--- src/rtl/dram_req_arbiter_pkg.sv ---
// rtl/dram_req_arbiter_pkg.sv - DRAM command codes and sizing helpers for the request arbiter
package dram_req_arbiter_pkg;

  localparam int DRAMCMD_CWidth = 3;

  localparam logic [DRAMCMD_CWidth-1:0] DRAMCMD_Read    = 3'd1;
  localparam logic [DRAMCMD_CWidth-1:0] DRAMCMD_Write   = 3'd2;
  localparam logic [DRAMCMD_CWidth-1:0] DRAMCMD_Refresh = 3'd3;

  // Bits needed to hold an index in 0..n-1; never narrower than one bit.
  function automatic int id_width(input int n);
    return (n > 1) ? $clog2(n) : 1;
  endfunction

endpackage

--- src/rtl/dram_arb_order_fifo.sv ---
// rtl/dram_arb_order_fifo.sv - small FIFO recording requester ids in DRAM issue order
module dram_arb_order_fifo #(
  parameter int Width = 1,
  parameter int Depth = 8
) (
  input  logic             clk,
  input  logic             rst_n,
  input  logic             push,
  input  logic [Width-1:0] push_data,
  input  logic             pop,
  output logic             full,
  output logic             empty,
  output logic [Width-1:0] head
);

  localparam int PtrW = (Depth > 1) ? $clog2(Depth) : 1;

  logic [Width-1:0] mem [Depth];
  logic [PtrW-1:0]  wr_ptr;
  logic [PtrW-1:0]  rd_ptr;
  logic [PtrW:0]    count;
  logic             do_push;
  logic             do_pop;

  assign full    = (count == (PtrW+1)'(Depth));
  assign empty   = (count == '0);
  assign head    = mem[rd_ptr];
  // A full FIFO refuses the push even when it is popped in the same cycle.
  assign do_push = push & ~full;
  assign do_pop  = pop & ~empty;

  // Pointer and occupancy tracking; simultaneous push and pop leave count alone.
  always_ff @(posedge clk or negedge rst_n) begin
    if (!rst_n) begin
      wr_ptr <= '0;
      rd_ptr <= '0;
      count  <= '0;
    end else begin
      if (do_push) wr_ptr <= wr_ptr + 1'b1;
      if (do_pop)  rd_ptr <= rd_ptr + 1'b1;
      if (do_push && !do_pop)      count <= count + 1'b1;
      else if (!do_push && do_pop) count <= count - 1'b1;
    end
  end

  // Entry storage; slots are only read after being written, so no reset.
  always_ff @(posedge clk) begin
    if (do_push) mem[wr_ptr] <= push_data;
  end

endmodule

--- src/rtl/dram_req_arbiter.sv ---
// rtl/dram_req_arbiter.sv - round-robin sharing of one DRAM port; optional stats under DRAM_ARB_STATS_EN
module dram_req_arbiter
  import dram_req_arbiter_pkg::*;
#(
  parameter int NReq     = 2,
  parameter int AWidth   = 12,
  parameter int DWidth   = 9,
  parameter int MWidth   = 1,
  parameter int BurstLen = 1,
  parameter int OrdDepth = 8
) (
  input  logic                           clk,
  input  logic                           rst_n,
  input  logic [NReq*DRAMCMD_CWidth-1:0] req_command,
  input  logic [NReq*AWidth-1:0]         req_address,
  input  logic [NReq-1:0]                req_command_valid,
  output logic [NReq-1:0]                req_command_ready,
  input  logic [NReq*DWidth-1:0]         req_data_in,
  input  logic [NReq*MWidth-1:0]         req_data_in_mask,
  input  logic [NReq-1:0]                req_data_in_valid,
  output logic [NReq-1:0]                req_data_in_ready,
  output logic [DWidth-1:0]              req_data_out,
  output logic [NReq-1:0]                req_data_out_valid,
  input  logic [NReq-1:0]                req_data_out_ready,
  output logic [DRAMCMD_CWidth-1:0]      command,
  output logic [AWidth-1:0]              command_address,
  output logic                           command_valid,
  input  logic                           command_ready,
  output logic [DWidth-1:0]              data_in,
  output logic [MWidth-1:0]              data_in_mask,
  output logic                           data_in_valid,
  input  logic                           data_in_ready,
  input  logic [DWidth-1:0]              data_out,
  input  logic                           data_out_valid,
  output logic                           data_out_ready
`ifdef DRAM_ARB_STATS_EN
  ,
  output logic [NReq*32-1:0]             stat_grants,
  output logic [31:0]                    stat_stall
`endif
);

  localparam int IdW  = id_width(NReq);
  localparam int CntW = $clog2(BurstLen) + 1;

  logic [IdW-1:0]            rr;
  logic [IdW-1:0]            grant;
  logic                      found;
  logic [NReq-1:0]           eligible;
  logic [DRAMCMD_CWidth-1:0] grant_cmd;
  logic                      issue;
  logic                      rd_full, rd_empty, wr_full, wr_empty;
  logic [IdW-1:0]            rd_head, wr_head;
  logic                      rd_push, wr_push, rd_pop, wr_pop;
  logic                      wr_beat, rd_beat, wr_last, rd_last;
  logic [CntW-1:0]           wcnt, rcnt;

  // A requester may compete only if its command has room in its order FIFO.
  always_comb begin
    eligible = '1;
    for (int i = 0; i < NReq; i++) begin
      if (req_command[i*DRAMCMD_CWidth +: DRAMCMD_CWidth] == DRAMCMD_Read)
        eligible[i] = ~rd_full;
      else if (req_command[i*DRAMCMD_CWidth +: DRAMCMD_CWidth] == DRAMCMD_Write)
        eligible[i] = ~wr_full;
    end
  end

  // Round-robin search from rr for the first valid, eligible requester.
  always_comb begin
    int idx;
    idx   = 0;
    found = 1'b0;
    grant = '0;
    for (int k = 0; k < NReq; k++) begin
      idx = int'(rr) + k;
      if (idx >= NReq) idx = idx - NReq;
      if (!found && req_command_valid[idx] && eligible[idx]) begin
        found = 1'b1;
        grant = IdW'(idx);
      end
    end
  end

  assign grant_cmd         = req_command[grant*DRAMCMD_CWidth +: DRAMCMD_CWidth];
  assign command_valid     = found;
  assign command           = found ? grant_cmd : '0;
  assign command_address   = found ? req_address[grant*AWidth +: AWidth] : '0;
  assign req_command_ready = (found && command_ready) ? (NReq'(1) << grant) : '0;
  assign issue             = found & command_ready;
  assign rd_push           = issue && (grant_cmd == DRAMCMD_Read);
  assign wr_push           = issue && (grant_cmd == DRAMCMD_Write);

  // Pointer moves just past the requester that issued.
  always_ff @(posedge clk or negedge rst_n) begin
    if (!rst_n)     rr <= '0;
    else if (issue) rr <= (int'(grant) == NReq - 1) ? '0 : grant + 1'b1;
  end

  dram_arb_order_fifo #(.Width(IdW), .Depth(OrdDepth)) u_rd_order (
    .clk(clk), .rst_n(rst_n), .push(rd_push), .push_data(grant), .pop(rd_pop),
    .full(rd_full), .empty(rd_empty), .head(rd_head)
  );

  dram_arb_order_fifo #(.Width(IdW), .Depth(OrdDepth)) u_wr_order (
    .clk(clk), .rst_n(rst_n), .push(wr_push), .push_data(grant), .pop(wr_pop),
    .full(wr_full), .empty(wr_empty), .head(wr_head)
  );

  // Write beats come only from the requester at the head of the write order.
  assign data_in_valid     = ~wr_empty & req_data_in_valid[wr_head];
  assign req_data_in_ready = wr_empty ? '0 : (NReq'(data_in_ready) << wr_head);
  assign data_in           = wr_empty ? '0 : req_data_in[wr_head*DWidth +: DWidth];
  assign data_in_mask      = wr_empty ? '0 : req_data_in_mask[wr_head*MWidth +: MWidth];
  assign wr_beat           = data_in_valid & data_in_ready;
  assign wr_last           = (wcnt == CntW'(BurstLen - 1));
  assign wr_pop            = wr_beat & wr_last;

  // Read beats return in issue order; with no outstanding read they stall.
  assign req_data_out       = data_out;
  assign req_data_out_valid = rd_empty ? '0 : (NReq'(data_out_valid) << rd_head);
  assign data_out_ready     = ~rd_empty & req_data_out_ready[rd_head];
  assign rd_beat            = data_out_valid & data_out_ready;
  assign rd_last            = (rcnt == CntW'(BurstLen - 1));
  assign rd_pop             = rd_beat & rd_last;

  // Burst beat counters; the last beat clears the count and retires the order entry.
  always_ff @(posedge clk or negedge rst_n) begin
    if (!rst_n) begin
      wcnt <= '0;
      rcnt <= '0;
    end else begin
      if (wr_beat) wcnt <= wr_last ? '0 : wcnt + 1'b1;
      if (rd_beat) rcnt <= rd_last ? '0 : rcnt + 1'b1;
    end
  end

`ifdef DRAM_ARB_STATS_EN
  // Saturating per-requester grant counters and command-stall counter.
  always_ff @(posedge clk or negedge rst_n) begin
    if (!rst_n) begin
      stat_grants <= '0;
      stat_stall  <= '0;
    end else begin
      for (int i = 0; i < NReq; i++) begin
        if (issue && int'(grant) == i && stat_grants[i*32 +: 32] != '1)
          stat_grants[i*32 +: 32] <= stat_grants[i*32 +: 32] + 32'd1;
      end
      if (command_valid && !command_ready && stat_stall != '1)
        stat_stall <= stat_stall + 32'd1;
    end
  end
`endif

endmodule

--- config.mk ---
export PLATFORM = sky130hd
export DESIGN_NAME = dram_req_arbiter
export DESIGN_NICKNAME = d
export VERILOG_FILES = /design/src/rtl/dram_req_arbiter_pkg.sv /design/src/rtl/dram_arb_order_fifo.sv /design/src/rtl/dram_req_arbiter.sv
export SDC_FILE = /design/constraint.sdc
export NUM_CORES = 1
export LEC_CHECK = 0
export CAP_MARGIN = 10
export CORE_MARGIN = 1
export CORE_UTILIZATION = 40
export CTS_CLUSTER_SIZE = 14
export DETAILED_ROUTE_END_ITERATION = 8
export PLACE_DENSITY = 0.75
export SLEW_MARGIN = 20
export SYNTH_ARGS = -nofsm -noshare
export SYNTH_HDL_FRONTEND = slang
export SYNTH_HIERARCHICAL = 1
export SYNTH_SLANG_ARGS = --single-unit
export TNS_END_PERCENT = 50
--- constraint.sdc ---
create_clock -name clk -period 8.59 [get_ports clk]
set_input_delay 0.859 -clock clk [delete_from_list [all_inputs] [get_ports clk]]
set_output_delay 0.859 -clock clk [all_outputs]
set_load 0.05 [all_outputs]
# --- Yosys cells after proc, flatten, opt, wreduce, memory -nomap -nowiden ---
# Memory sizes are Yosys's and may differ from the RTL's.
# Cells that the tools add are included.
totals:
  ram_bits: 16
  ff_bits: 23
  elab_cells: 129
  in_bits: 70
  out_inout_bits: 43
  memories: 2
op_classes:
  eq_ne: 8
  n_addsub: 14
  shift: 7
  bitwise_logic: 17
  n_reduce_logical: 19
  mux: 44
  multipliers: 3
  n_lt_le_gt_ge: 6
memory_table:
  columns: ["name", "depth", "word_bits", "read_ports", "rd_ports_with_merged_regs", "write_ports", "line_no", "rtl"]
  rows:
  - ["u_rd_order.mem", 8, 1, 1, 0, 1, "dram_arb_order_fifo.sv:18", "logic [Width-1:0] mem [Depth];"]
  - ["u_wr_order.mem", 8, 1, 1, 0, 1, "dram_arb_order_fifo.sv:18", null]
op_table:
  columns: ["cell", "count"]
  rows:
  - ["$lt A32 B3 Y1 const B", 2]
  - ["$mux W32", 2]
  - ["$mux W1", 32]
  - ["$shiftx A24 B6 Y12", 1]
  - ["$shiftx A18 B6 Y9", 1]
  - ["$mux W4", 4]
  - ["$add A3 B1 Y3 const B", 4]
  - ["$mux W12", 1]
  - ["$and A1 B1 Y1", 11]
  - ["$logic_and A1 B1 Y1", 10]
  - ["$eq A3 B1 Y1 const B", 3]
  - ["$eq A3 B2 Y1 const B", 3]
  - ["$mux W9", 1]
  - ["$add A4 B1 Y4 const B", 2]
  - ["$eq A4 B4 Y1 const B", 2]
  - ["$logic_not A4 Y1", 2]
  - ["$sub A4 B1 Y4 const B", 2]
  - ["$mul A1 B2 Y3 const B", 2]
  - ["$mux W2", 3]
  - ["$not A1 Y1", 6]
  - ["$shiftx A6 B4 Y3", 1]
  - ["$logic_not A1 Y1", 5]
  - ["$mul A1 B4 Y5 const B", 1]
  - ["$lt A1 B2 Y1 const B", 2]
  - ["11 further kinds", 15]

# --- Depth between registers and ports, before layout ---
logic_depth:
  word_depth: 22
  mapped_depth: 16
  ltp_nobuf: 14

# --- Cells and area by module ---
# Netlist, hierarchy kept.
by_module_without_submodules:
  columns: ["mod", "area_each_um2", "seq_area_each_um2", "cells_each", "n_inst"]
  rows:
  - ["dram_arb_order_fifo", 957.2, 490.5, 74, 2]
  - ["dram_req_arbiter", 843.3, 25.0, 130, 1]

# --- Least setup slack after synthesis ---
# No wires, ideal clock.
synth_path:
  path_type: "register to register"
  startpoint: "reg u_wr_order.count[0]"
  endpoint: "reg u_rd_order.count[3]"
  synth_period_minus_slack_ns: 4.443
  slack_ns: 4.147
  setup_time_ns: 0.131
  n_path_buf: 2
  path_stages_with_launch: 17
  required_time_ns: 8.459
  arrival_ns: 4.312
  cell_sequence: "dfrtp_1 > or4b_4 > inv_2 > or4bb_1 > buf_2 > and4b_4 > buf_6 > o32a_1 > a211oi_1 > nand2_8 > inv_2 > ha_1 > inv_1 > ha_1 > or4_1 > o211ai_1 > o211ai_1"
synth_via:
  elab_chain_len: 21
  elab_cells_between_ends: 31
  classes_between: "1 x mul; 2 x eq/ne; 1 x shift; 15 x mux; 3 x bitwise; 9 x reduce/logical"
synth_lines:
  columns: ["element", "line_no", "rtl"]
  rows:
  - ["start: declaration", "dram_arb_order_fifo.sv:21", "logic [PtrW:0] count;"]
  - ["start signal: assignment", "dram_arb_order_fifo.sv:41", "if (do_push && !do_pop) count <= count + 1'b1;"]
  - ["start signal: assignment", "dram_arb_order_fifo.sv:42", "else if (!do_push && do_pop) count <= count - 1'b1;"]
  - ["$eq A4 B4 Y1 (*)", "dram_arb_order_fifo.sv:25", "assign full = (count == (PtrW+1)'(Depth));"]
  - ["named net wr_full", "dram_req_arbiter.sv:52", "logic rd_full, rd_empty, wr_full, wr_empty;"]
  - ["$not A1 Y1 (*)", "dram_req_arbiter.sv:65", "eligible[i] = ~wr_full;"]
  - ["$mux W1", "dram_req_arbiter.sv:64", "else if (req_command[i*DRAMCMD_CWidth +: DRAMCMD_CWidth] == DRAMCMD_Write)"]
  - ["$mux W1", "dram_req_arbiter.sv:62", "if (req_command[i*DRAMCMD_CWidth +: DRAMCMD_CWidth] == DRAMCMD_Read)"]
  - ["$mux W1 (implied by the code) (3 in a row)", "dram_req_arbiter.sv:78", "if (!found && req_command_valid[idx] && eligible[idx]) begin"]
  - ["$logic_and A1 B1 Y1", "dram_req_arbiter.sv:78", null]
  - ["$mux W1", "dram_req_arbiter.sv:78", null]
  - ["[... 6 more ...]", null, null]
  - ["$eq A3 B1 Y1", "dram_req_arbiter.sv:91", "assign rd_push = issue && (grant_cmd == DRAMCMD_Read);"]
  - ["$logic_and A1 B1 Y1 (*)", "dram_req_arbiter.sv:91", null]
  - ["named net rd_push", "dram_req_arbiter.sv:54", "logic rd_push, wr_push, rd_pop, wr_pop;"]
  - ["$and A1 B1 Y1 (*)", "dram_arb_order_fifo.sv:29", "assign do_push = push & ~full;"]
  - ["named net u_rd_order.do_push", "dram_arb_order_fifo.sv:22", "logic do_push;"]
  - ["$logic_not A1 Y1", "dram_arb_order_fifo.sv:42", null]
  - ["$logic_and A1 B1 Y1", "dram_arb_order_fifo.sv:42", null]
  - ["$reduce_bool A2 Y1 (no line)", null, null]
  - ["end signal: assignment", "dram_arb_order_fifo.sv:41", null]
  - ["end signal: assignment", "dram_arb_order_fifo.sv:42", null]
  - ["end: declaration", "dram_arb_order_fifo.sv:21", null]
# Mark *: on every way through the listed nets, which the timed path passes. The rest lies on a longest branch. The select of a mux whose other input is x is not followed.
# A chain may end at the register's enable or synchronous reset.

# --- Worst setup path after layout ---
layout_path:
  startpoint: "reg u_rd_order.count[0]"
  endpoint: "reg u_rd_order.count[3]"
layout_via:
  elab_chain_len: 20
  elab_cells_between_ends: 39
  classes_between: "2 x add/sub; 1 x mul; 2 x eq/ne; 1 x shift; 14 x mux; 8 x bitwise; 11 x reduce/logical"
layout_lines:
  columns: ["element", "line_no", "rtl"]
  rows:
  - ["$eq A4 B4 Y1 (*)", "dram_arb_order_fifo.sv:25", null]
  - ["named net rd_full", "dram_req_arbiter.sv:52", null]
  - ["$not A1 Y1 (*)", "dram_req_arbiter.sv:63", "eligible[i] = ~rd_full;"]
  - ["$mux W1", "dram_req_arbiter.sv:62", null]
  - ["$mux W1 (implied by the code) (3 in a row)", "dram_req_arbiter.sv:78", null]
  - ["$logic_and A1 B1 Y1", "dram_req_arbiter.sv:78", null]
  - ["$mux W1", "dram_req_arbiter.sv:78", null]
  - ["$logic_not A1 Y1", "dram_req_arbiter.sv:78", null]
  - ["[... 5 more ...]", null, null]
  - ["$eq A3 B1 Y1", "dram_req_arbiter.sv:91", null]
  - ["$logic_and A1 B1 Y1 (*)", "dram_req_arbiter.sv:91", null]
  - ["named net rd_push", "dram_req_arbiter.sv:54", null]
  - ["$and A1 B1 Y1 (*)", "dram_arb_order_fifo.sv:29", null]
  - ["named net u_rd_order.do_push", "dram_arb_order_fifo.sv:22", null]
  - ["$logic_not A1 Y1", "dram_arb_order_fifo.sv:42", null]
  - ["$logic_and A1 B1 Y1", "dram_arb_order_fifo.sv:42", null]
  - ["$reduce_bool A2 Y1 (no line)", null, null]
# Marked as above.

==> impl_metrics.json <==
{
  "status": "finished, final reports clean",
  "design_area_sq_um": 3740,
  "clk_pin_slew_ns": 0.07,
  "syn-mean-instance-area_sq_um": 9.92,
  "nNetsFinal": 437,
  "critPathCaptureType": "flip-flop",
  "die_height_um": 85.0,
  "grt_util_all_layers_pct": 18.2,
  "path_class": "flip-flop to flip-flop",
  "rows": 29,
  "ir_drop_v": 0.000109,
  "synth_cells": 278,
  "max_freq_mhz": 192,
  "core_area_sq_um": 6490,
  "cp_max_fo": 17,
  "vias": 2395,
  "setup_violations": 0,
  "synth_area_leader_cell": "dfrtp_1",
  "timing.setup.tns_ns": 0,
  "route.detailed.drc": 0,
  "dr.pass1.iters": 4,
  "post_drt_wl_per_cell_um": 14.7,
  "worst_pin_slew_ns": 0.806,
  "n_antenna_cell": 0,
  "critPathBufInv": 3,
  "clock_latency_ns": 0.28,
  "port_buffers": 94,
  "synth_seq_cells": 37,
  "dieArea_sq_um": 7230,
  "nFillCells": 568,
  "power.density_nw_per_um2": 294,
  "leakage_uw": 0.00139,
  "cts_buffers": 5,
  "drive_above_1_share_pct": 8.71,
  "drt-initial-drc-count": 121,
  "placed_area_sq_um": 3660,
  "num_io_pins": 113,
  "cts_buffer_depth": 2,
  "syn_area_sq_um": 2760,
  "gp_congestion": 0.879,
  "period_needed_ns": 5.21,
  "maxCapViolations": 0,
  "grt_pass1_vias": 2262,
  "grt_max_degree": 30,
  "area_growth_pct": 35.7,
  "initial_core_util_pct": 42.5,
  "holdPathStages": 1,
  "cpMaxStageDelayCell": "or4bb_1",
  "period_share_pct": 60.6,
  "finalWirelength_um": 6390,
  "cts_max_level": 2,
  "grt_pass1_wl_um": 10500,
  "worstPathCellList": "or4b_4, inv_2, or4bb_1, nand4b_1, nand4b_1, a211oi_1, nand2_8, inv_2, ha_1, inv_1, ha_1, or4_1, o211ai_1, o211ai_1",
  "final_cell_mix": "clkdlybuf4s50_1, nand3_1, dfrtp_1, nor2_1, edfxtp_1",
  "ys_seq_area_share_pct": 36.5,
  "synth_top_area_share_pct": 19.1,
  "max_stage_delay_ns": 0.73,
  "cts_tree": "done",
  "async_reset_ff_share_pct": 56.8,
  "cts_num_sinks": 37,
  "pre_cts_ws_ns": 3.24,
  "via_per_inst": 5.53,
  "worstPathRequired_ns": 8.75,
  "netlist_top_cells_area": "dfrtp_1, edfxtp_1, mux2i_1, ha_1, nand3_1",
  "relSlewSlack_pct": 46.0,
  "start_kind": "flip-flop",
  "hold_violations": 0,
  "antenna_found_initial": 0,
  "grt_setup_unrepaired": "no",
  "cts_hold_buf": 0,
  "synth-edff-count": 16,
  "cp_top_family": "simple AND/OR/NAND/NOR gates",
  "die_x_um": 85.0,
  "yosys_warnings": 6,
  "synthFlopType": "dfrtp_1",
  "ys_types": 52,
  "layout_commonest_cell": "clkdlybuf4s50_1",
  "fin_skew_ns": 0.00760,
  "cts_setup_buffers": 0,
  "reg2reg_depth": 14,
  "post-dp-hpwl_um": 4920,
  "cp.depth": 14,
  "ant_nets": 0,
  "setup_slack_ns": 3.38,
  "cp.arrival_ns": 5.37,
  "grt_overflow": 0,
  "slew_viol_final": 0,
  "ctsResizeCount": 0,
  "cts_root_buf": "clkbuf_8",
  "synth_nets": 360,
  "hp-class": "flip-flop to flip-flop"
}
-- state kept, by name (all words and copies together), names as in the netlist --
register / cells
rr: 1
u_rd_order/count: 4
u_rd_order/mem: 8
u_rd_order/rd_ptr: 3
u_rd_order/wr_ptr: 3
u_wr_order/count: 4
u_wr_order/mem: 8
u_wr_order/rd_ptr: 3
u_wr_order/wr_ptr: 3
-- worst register-to-register path, cell delays in order, from the launching register on --
cell	delay [ns]
dfrtp_1	0.48
or4b_4	0.63
inv_2	0.11
or4bb_1	0.73
nand4b_1	0.63
nand4b_1	0.17
a211oi_1	0.70
nand2_8	0.12
inv_2	0.09
ha_1	0.23
inv_1	0.13
ha_1	0.37
or4_1	0.51
o211ai_1	0.10
o211ai_1	0.10
-- Yosys cell counts, drive strengths merged, types with 4 or more instances --
cell type and instances:
buf 16, dfrtp 21, nand2b 4, a21oi 7
nor4 4, mux4 4, ha 10, nand4 12
mux2i 14, nor2 21, o211ai 4, nand2 9
edfxtp 16, nand3 25, mux2 8, inv 11
xnor2 10, clkbuf 9, nor3 12, o21ai 19
-- area by class of cell --
class / count / area [sq um] / area share [%]
clock buffers: 7 / 76.3 / 2.04
clock inverters: 1 / 5.00 / 0.134
inverters: 11 / 41.3 / 1.10
multi-input cells: 205 / 1570 / 42.0
flip-flops and latches: 37 / 1010 / 26.9
well taps: 77 / 96.3 / 2.58
repair buffers: 95 / 943 / 25.2
-- logic make-up after synthesis --
kind of cell / share of synthesized area, %
adder cells (fa/ha/maj): 5.99
XOR/XNOR: 3.81
AND/OR/NAND/NOR: 25.5
multiplexers: 11.9
AO/OA/AOI/OAI: 9.57
flip-flops: 36.5
buffers and inverters: 6.71
-- report_power, final --
group / internal (uW) / total, uW / switching [uW]
Clock: 56.9 / 113 / 56.3
Sequential: 235 / 318 / 83.0
Combinational: 283 / 669 / 386
-- final timing paths --
kind	startpoint	end	slack, ns
setup / recovery	u_rd_order/count[0]	u_rd_order/count[3]	3.38
max in group asynchronous	rst_n	u_wr_order/wr_ptr[0]	7.72
hold reg to reg	u_wr_order/rd_ptr[2]	u_wr_order/rd_ptr[2]	0.48
setup reg to reg	u_rd_order/count[0]	u_rd_order/count[3]	3.38
hold / removal	u_wr_order/rd_ptr[2]	u_wr_order/rd_ptr[2]	0.48
min in group asynchronous	rst_n	u_rd_order/wr_ptr[2]	0.53
-- stage by stage --
stage | util, % | hold slack, ns | power [uW] | instances
after floorplan | - | 0.450 | 805 | 278
after global placement | 56.4 | 0.464 | 976 | 425
after detailed placement | 56.4 | 0.478 | 992 | 425
after CTS | 57.7 | 0.486 | 1110 | 433
after global routing | 57.6 | 0.508 | 1180 | 433
final | 57.6 | 0.481 | 1100 | 433
-- metal layers --
metal | track usage [%] | vias up | routed length, um
li1 | - | 1190 | -
met1 | 23.2 | 1117 | 2890
met2 | 31.2 | 82 | 3120
met3 | 3.99 | 6 | 323
met4 | 4.78 | 0 | 57
met5 | 0 | - | 0
Power figures use the tool's default switching activity.
